===== src/rtl/dispatch_ctrl.sv =====
// Dispatch credit controller: gates instruction bundles on AL/IQ/branch credits and sequences flush recovery.
// Optional performance counters are built when DISPATCH_CTRL_PERF_EN is defined.
//
// state  | meaning
// RUN    | normal dispatch; credits consumed and released
// FLUSH  | waiting out the recovery latency (down-counter)
// REFILL | one cycle that reloads every credit to its maximum
module dispatch_ctrl #(
    parameter int DISPATCH_WIDTH = 4,
    parameter int AL_SIZE        = 32,
    parameter int IQ_SIZE        = 32,
    parameter int BR_TAGS        = 4,
    parameter int FLUSH_LAT      = 2,
    localparam int AL_W          = $clog2(AL_SIZE + 1),
    localparam int IQ_W          = $clog2(IQ_SIZE + 1),
    localparam int BR_W          = $clog2(BR_TAGS + 1)
) (
    input  logic            clk,
    input  logic            reset,
    input  logic            flush_i,
    input  logic            instBufferReady_i,
    input  logic [2:0]      branchCount_i,
    input  logic            backEndStall_i,
    input  logic [2:0]      alRelease_i,
    input  logic [2:0]      iqRelease_i,
    input  logic [2:0]      brRelease_i,
    output logic            stall_o,
    output logic            dispatch_o,
    output logic [AL_W-1:0] alCredit_o,
    output logic [IQ_W-1:0] iqCredit_o,
    output logic [BR_W-1:0] brCredit_o,
    output logic [1:0]      state_o,
    output logic            overflow_o,
    output logic [31:0]     stallCycles_o,
    output logic [31:0]     bundles_o
);

    typedef enum logic [1:0] {
        RUN    = 2'd0,
        FLUSH  = 2'd1,
        REFILL = 2'd2
    } state_t;

    localparam logic [AL_W:0]   AL_MAX  = (AL_W + 1)'(AL_SIZE);
    localparam logic [IQ_W:0]   IQ_MAX  = (IQ_W + 1)'(IQ_SIZE);
    localparam logic [BR_W:0]   BR_MAX  = (BR_W + 1)'(BR_TAGS);
    localparam logic [AL_W:0]   AL_USE  = (AL_W + 1)'(DISPATCH_WIDTH);
    localparam logic [IQ_W:0]   IQ_USE  = (IQ_W + 1)'(DISPATCH_WIDTH);
    localparam logic [AL_W-1:0] AL_FULL = AL_W'(AL_SIZE);
    localparam logic [IQ_W-1:0] IQ_FULL = IQ_W'(IQ_SIZE);
    localparam logic [BR_W-1:0] BR_FULL = BR_W'(BR_TAGS);
    localparam logic [3:0]      FLUSH_RELOAD = 4'(FLUSH_LAT - 1);

    state_t          state;
    logic [3:0]      flush_cnt;
    logic [AL_W-1:0] al_credit;
    logic [IQ_W-1:0] iq_credit;
    logic [BR_W-1:0] br_credit;
    logic            overflow;

    logic [BR_W:0]   br_need;
    logic            credit_ok;
    logic [AL_W:0]   al_sum;
    logic [IQ_W:0]   iq_sum;
    logic [BR_W:0]   br_sum;
    logic            al_ovf;
    logic            iq_ovf;
    logic            br_ovf;

    assign br_need   = (BR_W + 1)'(branchCount_i);
    assign credit_ok = ({1'b0, al_credit} >= AL_USE) &&
                       ({1'b0, iq_credit} >= IQ_USE) &&
                       ({1'b0, br_credit} >= br_need);

    assign dispatch_o = (state == RUN) && instBufferReady_i && !backEndStall_i &&
                        !flush_i && credit_ok;
    assign stall_o    = !dispatch_o;

    // One guard bit on each sum so a release past the maximum is visible before saturation.
    assign al_sum = {1'b0, al_credit} - (dispatch_o ? AL_USE : '0) + (AL_W + 1)'(alRelease_i);
    assign iq_sum = {1'b0, iq_credit} - (dispatch_o ? IQ_USE : '0) + (IQ_W + 1)'(iqRelease_i);
    assign br_sum = {1'b0, br_credit} - (dispatch_o ? br_need : '0) + (BR_W + 1)'(brRelease_i);
    assign al_ovf = al_sum > AL_MAX;
    assign iq_ovf = iq_sum > IQ_MAX;
    assign br_ovf = br_sum > BR_MAX;

    always_ff @(posedge clk or negedge reset) begin
        if (!reset) begin
            state     <= RUN;
            flush_cnt <= '0;
            al_credit <= AL_FULL;
            iq_credit <= IQ_FULL;
            br_credit <= BR_FULL;
            overflow  <= 1'b0;
        end else begin
            case (state)
                RUN: begin
                    al_credit <= al_ovf ? AL_FULL : al_sum[AL_W-1:0];
                    iq_credit <= iq_ovf ? IQ_FULL : iq_sum[IQ_W-1:0];
                    br_credit <= br_ovf ? BR_FULL : br_sum[BR_W-1:0];
                    overflow  <= overflow | al_ovf | iq_ovf | br_ovf;
                    if (flush_i) begin
                        state     <= FLUSH;
                        flush_cnt <= FLUSH_RELOAD;
                    end
                end
                FLUSH: begin
                    if (flush_i) begin
                        flush_cnt <= FLUSH_RELOAD;
                    end else if (flush_cnt == '0) begin
                        state <= REFILL;
                    end else begin
                        flush_cnt <= flush_cnt - 4'd1;
                    end
                end
                REFILL: begin
                    // A new flush wins over the reload; the reload happens on the next REFILL.
                    if (flush_i) begin
                        state     <= FLUSH;
                        flush_cnt <= FLUSH_RELOAD;
                    end else begin
                        al_credit <= AL_FULL;
                        iq_credit <= IQ_FULL;
                        br_credit <= BR_FULL;
                        state     <= RUN;
                    end
                end
                default: state <= RUN;
            endcase
        end
    end

    assign state_o    = state;
    assign alCredit_o = al_credit;
    assign iqCredit_o = iq_credit;
    assign brCredit_o = br_credit;
    assign overflow_o = overflow;

`ifdef DISPATCH_CTRL_PERF_EN
    logic [31:0] stall_cnt;
    logic [31:0] bundle_cnt;

    always_ff @(posedge clk or negedge reset) begin
        if (!reset) begin
            stall_cnt  <= '0;
            bundle_cnt <= '0;
        end else begin
            if (instBufferReady_i && !dispatch_o && (stall_cnt != '1)) begin
                stall_cnt <= stall_cnt + 32'd1;
            end
            if (dispatch_o && (bundle_cnt != '1)) begin
                bundle_cnt <= bundle_cnt + 32'd1;
            end
        end
    end

    assign stallCycles_o = stall_cnt;
    assign bundles_o     = bundle_cnt;
`else
    assign stallCycles_o = '0;
    assign bundles_o     = '0;
`endif

endmodule


===== config.mk =====
export PLATFORM = sky130hd
export DESIGN_NAME = dispatch_ctrl
export DESIGN_NICKNAME = d
export VERILOG_FILES = /design/src/rtl/dispatch_ctrl.sv
export SDC_FILE = /design/constraint.sdc
export NUM_CORES = 1
export LEC_CHECK = 0
export CAP_MARGIN = 20
export CORE_ASPECT_RATIO = 0.7
export CORE_MARGIN = 2
export CORE_UTILIZATION = 25
export CTS_CLUSTER_DIAMETER = 150
export DETAILED_ROUTE_END_ITERATION = 8
export DONT_BUFFER_PORTS = 1
export SKIP_CTS_REPAIR_TIMING = 1
export SLEW_MARGIN = 15
export SYNTH_ARGS = -nofsm -noshare
export SYNTH_HDL_FRONTEND = slang
export SYNTH_SLANG_ARGS = --single-unit
export TNS_END_PERCENT = 50

===== constraint.sdc =====
create_clock -name clk -period 4.14 [get_ports clk]
set_input_delay 0.828 -clock clk [delete_from_list [all_inputs] [get_ports clk]]
set_output_delay 0.828 -clock clk [all_outputs]
set_load 0.01 [all_outputs]

==> key figures, run 1 <==
Synthesis
  – Compound-Gate Fraction of Synth Area: 0.139
  – Largest family of logic cells by synthesized area: buffers and inverters
  – Simple-gate share of the synthesized area: 0.127
  – Yosys reg bits: 22
  – Syn Area/Cell: 8.86 µm²
  – Synth Flop Type: dfrtp_1
  – Synth Cell Area: 2360 µm²
  – Syn. warnings: 0
  – Sequential fraction of the synthesis area: 0.234
  – Yosys cell types: 49
  – Area share of fa/ha/maj cells after synthesis: 0.179
  – XOR/XNOR share of the synthesized area: 0.0587
  – Post-Synthesis Cells: 267
  – Post-synthesis mux area share: 0.00476
  – Fraction of registers with async set/reset: 1.00
  – Post-synth EDFFs: 0
  – Top cells by area, synth: buf_4 (21%), dfrtp_1 (20%), ha_1 (15%)
  – Cell taking the most area after synthesis: buf_4
  – Synth top area share: 0.206

STA
  – Worst Hold Margin: 0.262 ns
  – Tmin final: 3.57 ns
  – Fin. max-slew vios: 0
  – Worst-Margin Slew: 0.723 ns
  – Fin Setup TNS: 0 ns
  – RSZ-0062 raised after global routing: no
  – Max_slew headroom: 0.518
  – Tcrit/Tclk final: 0.863
  – Endpoints failing setup: 0
  – Max frequency: 280 MHz
  – Number of hold violations in the final report: 0
  – Fin Clk Skew: 0.00242 ns

Detailed routing
  – Final WL: 4.94 mm
  – Top layer in use: met4
  – Drt first pass iters: 4
  – WL per Instance: 12.5 µm
  – DR WL met3: 470 µm
  – Met2 wire length: 2.13 mm
  – DRT antenna net count: 0
  – Via count: 1553
  – Iter 0 DRT Violations: 61
  – DRC viols: 0
  – Metal1 wirelength: 2.31 mm
  – DR vias/cell: 3.94

Cells and area
  – Share of cells above drive strength 1: 0.0704
  – Most frequent cells in the layout: conb_1 (64), inv_1 (31), ha_1 (29)
  – Synthesis-to-layout area growth: -0.423%
  – Commonest non-fill, non-tap cell in the layout: conb_1
  – Fin area: 2350 µm²
  – End-of-flow core utilization: 0.258
  – Layout Nets: 320
  – # diodes: 0

Clocking
  – Num CTS Buffers: 3
  – Num Clock Sinks: 22
  – CTS Buffer Depth: 2
  – CTS Root Cell: clkbuf_16
  – CTS H-tree lvls: 1
  – CTS tree: yes
  – Worst-path clk slew: 0.06 ns
  – Worst skew pair latency: 0.26 ns

Setup path
  – Crit end category: flip-flop
  – Worst R2R Path Depth: 17
  – Crit path kind: in -> reg
  – Flop2flop setup slack: 0.59 ns
  – Worst R2R End: brCredit_o[1]$_DFFE_PN0P_
  – R2r startpoint: brCredit_o[0]$_DFFE_PN0P_
  – CP max FO: 6
  – Startpoint Class: primary input
  – Critical Path AT: 3.75 ns
  – Required time worst endpoint: 4.31 ns

Run status
  – Status: finished, final reports clean

Power and ir drop
  – Flop pwr share: 0.252
  – Clk pwr share: 0.116
  – Sw power: 0.896 mW
  – Comb power frac: 0.632
  – Final Power: 1.81 mW
  – Leak: 1.19 nW
  – Pwr dens: 770 nW/µm²
  – Max VDD drop: 0.209 mV
  – Pint: 0.918 mW
  – Switch share: 0.494

Floorplan
  – IO Pins: 101
  – Full die area: 10300 µm²
  – Chip width: 120 µm
  – Initial core utilization: 0.259
  – Die extent in y: 85.4 µm
  – Row cnt: 29
  – CORE AREA: 9140 µm²

Global routing
  – First-pass GRT wire length: 7.82 mm
  – Gr ovfl total: 0
  – GRT Total Usage: 0.0974
  – Initial antenna violation count: 0
  – Vias in the first global route: 1521
  – Largest net degree at the start of global routing: 23

Placed design
  – Placed cell area: 2280 µm²
  – RePlAce Congestion: 0.870
  – HPWL Detailed: 4.23 mm
  – Port bufs: 0

Hold path
  – Min-delay worst type: in -> async

Run
  – Max Cap Violations: 0
stage by stage:
stage / instances / setup WS, ns
floorplan: 330 / 0.487
global placement: 390 / 0.339
detailed placement: 390 / 0.290
CTS: 394 / 0.547
global route: 394 / 0.245
finish: 394 / 0.566
sequential cells by signal (all words and copies together) (netlist names):
name        flops
flush_cnt       4
state_o         2
alCredit_o      6
brCredit_o      3
iqCredit_o      6
overflow_o      1
layer usage:
layer	vias up	GRT usage
met4	0	0.0169
met3	7	0.0383
li1	762	-
met2	51	0.147
met5	-	0
met1	733	0.134
synth_stat cells, types with 4 or more instances:
master    instances
nor2_1           22
dfrtp_1          19
o22ai_1           4
xor2_1            8
a21o_1            4
xnor2_1           6
nand2b_1          6
a21oi_1          10
ha_1             29
nand2_1           9
inv_1            31
buf_4            65
worst max-delay path, stage by stage:
cell and delay, ns:
ha_1 0.26, nand2b_1 0.14, a21oi_1 0.14, nor2b_1 0.06, o2111a_1 0.37, inv_1 0.13, nor2_1 0.06, fa_1 0.54
inv_1 0.06, ha_1 0.29, a21o_1 0.16, a21oi_1 0.16, xnor2_1 0.16, and3_1 0.21, inv_1 0.06, o22ai_1 0.13
power groups by stage:
| stage | Clock, mW | Sequential (mW) | Combinational (mW) |
|---|---|---|---|
| floorplan | 0 | 0.416 | 0.981 |
| global placement | 0 | 0.463 | 1.11 |
| detailed placement | 0 | 0.465 | 1.13 |
| CTS | 0.217 | 0.461 | 1.14 |
| global route | 0.227 | 0.473 | 1.30 |
| finish | 0.211 | 0.457 | 1.15 |
cell type report:
class                           instances  area (µm²)
Clock buffer                            4        78.8
Multi-Input combinational cell        212        1440
Inverter                               31         116
Tap cell                              124         155
Fill cell                            1019        6790
Sequential cell                        22         554
Timing Repair Buffer                    1        7.51
how the worst max path moves through the flow:
stage / from / end / slack [ns] / cells after the start
after floorplan: branchCount_i[0] / brCredit_o[0]$_DFFE_PN0P_ / 0.49 / 16
after global placement: branchCount_i[0] / alCredit_o[2]$_DFFE_PN0P_ / 0.34 / 15
after detailed placement: branchCount_i[0] / brCredit_o[1]$_DFFE_PN0P_ / 0.29 / 16
after CTS: branchCount_i[0] / brCredit_o[1]$_DFFE_PN0P_ / 0.55 / 16
after global routing: brCredit_o[0]$_DFFE_PN0P_ / brCredit_o[1]$_DFFE_PN0P_ / 0.24 / 17
final: branchCount_i[0] / brCredit_o[1]$_DFFE_PN0P_ / 0.57 / 16
cell families (layout without fill, tap and decap cells):
logic type,Yosys count,after routing
XOR/XNOR,15,15
buffers and inverters,96,36
multiplexers,1,1
flip-flops,22,22
other,1,64
AND/OR/NAND/NOR,56,56
adder cells (fa/ha/maj),32,32
AO/OA/AOI/OAI,44,44
Note: power is estimated with default switching activity, not from simulation.
==> run 2: changes to the inputs <==
--- a/config.mk
+++ b/config.mk
@@ -12,6 +12,8 @@
 export CTS_CLUSTER_DIAMETER = 150
 export DETAILED_ROUTE_END_ITERATION = 8
 export DONT_BUFFER_PORTS = 1
+export PLACE_DENSITY = 0.42
+export REMOVE_ABC_BUFFERS = 1
 export SKIP_CTS_REPAIR_TIMING = 1
 export SLEW_MARGIN = 15
 export SYNTH_ARGS = -nofsm -noshare
==> key figures, run 2 (synthesis gave the netlist of run 1 again) <==
Cells and area
  – End-of-flow core utilization: 0.260 (+0.00287)
  – Share of cells above drive strength 1: 0.0741 (+0.00370)
  – Most frequent cells in the layout: conb_1 (64), inv_1 (31), ha_1 (29)
  – Fin area: 2380 µm² (+1.1%)
  – Layout Nets: 320 (unchanged)
  – Synthesis-to-layout area growth: 0.688%
  – # diodes: 0 (unchanged)
  – Commonest non-fill, non-tap cell in the layout: conb_1

Detailed routing
  – DRT antenna net count: 0 (unchanged)
  – DRC viols: 0 (unchanged)
  – Iter 0 DRT Violations: 87 (+43%)
  – Via count: 1538 (-0.97%)
  – DR vias/cell: 3.90 (-0.97%)
  – Drt first pass iters: 4 (unchanged)
  – WL per Instance: 13.1 µm (+4.5%)
  – Final WL: 5.16 mm (+4.5%)

STA
  – Max_slew headroom: 0.509 (-0.00912)
  – Tcrit/Tclk final: 0.886 (+0.0226)
  – Fin Clk Skew: 0.00275 ns (+0.000331 ns)
  – Number of hold violations in the final report: 0 (unchanged)
  – Endpoints failing setup: 0 (unchanged)
  – Tmin final: 3.67 ns (+0.0934 ns)
  – Worst-Margin Slew: 0.737 ns (+0.0137 ns)
  – Fin Setup TNS: 0 ns (unchanged)
  – Fin. max-slew vios: 0 (unchanged)
  – Max frequency: 273 MHz (-2.5%)
  – RSZ-0062 raised after global routing: no

Placed design
  – Port bufs: 0 (unchanged)
  – HPWL Detailed: 4.39 mm (+3.9%)
  – Placed cell area: 2280 µm² (unchanged)
  – RePlAce Congestion: 0.833 (-4.2%)

Setup path
  – Required time worst endpoint: 4.31 ns (about the same)
  – CP max FO: 6 (unchanged)
  – Flop2flop setup slack: 0.53 ns (-0.06 ns)
  – Crit end category: flip-flop
  – Critical Path AT: 3.84 ns (+0.09 ns)
  – Startpoint Class: primary input
  – Crit path kind: in -> reg
  – Worst R2R End: brCredit_o[1]$_DFFE_PN0P_
  – Worst R2R Path Depth: 17 (unchanged)
  – R2r startpoint: brCredit_o[0]$_DFFE_PN0P_

Global routing
  – Largest net degree at the start of global routing: 23 (unchanged)
  – First-pass GRT wire length: 7.82 mm (about the same)
  – Vias in the first global route: 1390 (-8.6%)
  – Gr ovfl total: 0 (unchanged)
  – GRT Total Usage: 0.0986 (+0.00124)
  – Initial antenna violation count: 0 (unchanged)

Power and ir drop
  – Pint: 0.977 mW (+6.5%)
  – Final Power: 1.88 mW (+3.6%)
  – Max VDD drop: 0.204 mV (-2.6%)
  – Sw power: 0.901 mW (+0.63%)
  – Flop pwr share: 0.241 (-0.011)
  – Clk pwr share: 0.145 (+0.029)
  – Switch share: 0.480 (-0.0141)
  – Comb power frac: 0.614 (-0.018)
  – Leak: 1.20 nW (+1.1%)
  – Pwr dens: 789 nW/µm² (+2.4%)

Clocking
  – Num Clock Sinks: 22 (unchanged)
  – CTS H-tree lvls: 1 (unchanged)
  – Num CTS Buffers: 3 (unchanged)
  – CTS Root Cell: clkbuf_16
  – CTS tree: yes
  – CTS Buffer Depth: 2 (unchanged)
  – Worst skew pair latency: 0.25 ns (about the same)
  – Worst-path clk slew: 0.06 ns (about the same)

Floorplan
  – Full die area: 10300 µm² (unchanged)
  – CORE AREA: 9140 µm² (unchanged)
  – Initial core utilization: 0.259 (unchanged)
  – Row cnt: 29 (unchanged)
  – Chip width: 120 µm (unchanged)
  – Die extent in y: 85.4 µm (unchanged)
  – IO Pins: 101 (unchanged)

Run
  – Max Cap Violations: 0 (unchanged)

Run status
  – Status: finished, final reports clean

Hold path
  – Min-delay worst type: in -> async
[run 2: cell count changes in the layout (fill, tap and decap cells not counted), sizes merged]
| cell | delta |
|---|---|
| bufinv | +1 |
| clkbuf | -1 |
[run 2: per-stage QoR]
stage          setup WS, ns  std cells  hold WS, ns
6_report              0.472        394        0.262
5_1_grt               0.262        394        0.244
4_1_cts               0.473        394        0.254
3_5_place_dp          0.214        390        0.489
3_3_place_gp          0.223        390        0.494
2_1_floorplan         0.487        265        0.462
[run 2: worst max-delay path by stage]
stage | from | endpoint | cells after the start
3_5_place_dp | branchCount_i[0] | overflow_o$_DFFE_PN0N_ | 14
5_1_grt | branchCount_i[0] | overflow_o$_DFFE_PN0N_ | 14
2_1_floorplan | branchCount_i[0] | brCredit_o[0]$_DFFE_PN0P_ | 16
6_report | branchCount_i[0] | brCredit_o[1]$_DFFE_PN0P_ | 16
4_1_cts | branchCount_i[0] | overflow_o$_DFFE_PN0N_ | 14
3_3_place_gp | branchCount_i[0] | overflow_o$_DFFE_PN0N_ | 14
[run 2: layer usage]
metal,vias up,GRT usage,wire length [µm]
met3,2,0.0296,483
met5,-,0,0
met2,66,0.137,2130
met1,707,0.153,2540
li1,763,-,-
met4,0,0.00951,10
[run 2: layout make-up]
type	count	area, µm²
Fill cell	993	6760
Multi-Input combinational cell	212	1440
Sequential cell	22	554
Tap cell	124	155
Inverter	31	116
Clock buffer	3	75.1
Clock inverter	1	30.0
Timing Repair Buffer	1	7.51
[run 2: power groups by stage]
stage | clock network, mW | registers [mW] | logic (mW)
after CTS | 0.280 | 0.457 | 1.16
after floorplan | 0 | 0.416 | 0.930
after detailed placement | 0 | 0.462 | 1.15
after global routing | 0.289 | 0.469 | 1.31
final | 0.272 | 0.453 | 1.15
after global placement | 0 | 0.462 | 1.16
[run 2: critical path: stages]
cell and delay, ns:
ha_1 0.26, nand2b_1 0.14, a21oi_1 0.15, nor2b_1 0.07
o2111a_1 0.38, inv_1 0.15, nor2_1 0.06, fa_1 0.53
inv_1 0.06, ha_1 0.28, a21o_1 0.15, a21oi_1 0.16
xnor2_1 0.19, and3_1 0.23, inv_1 0.06, o22ai_1 0.13
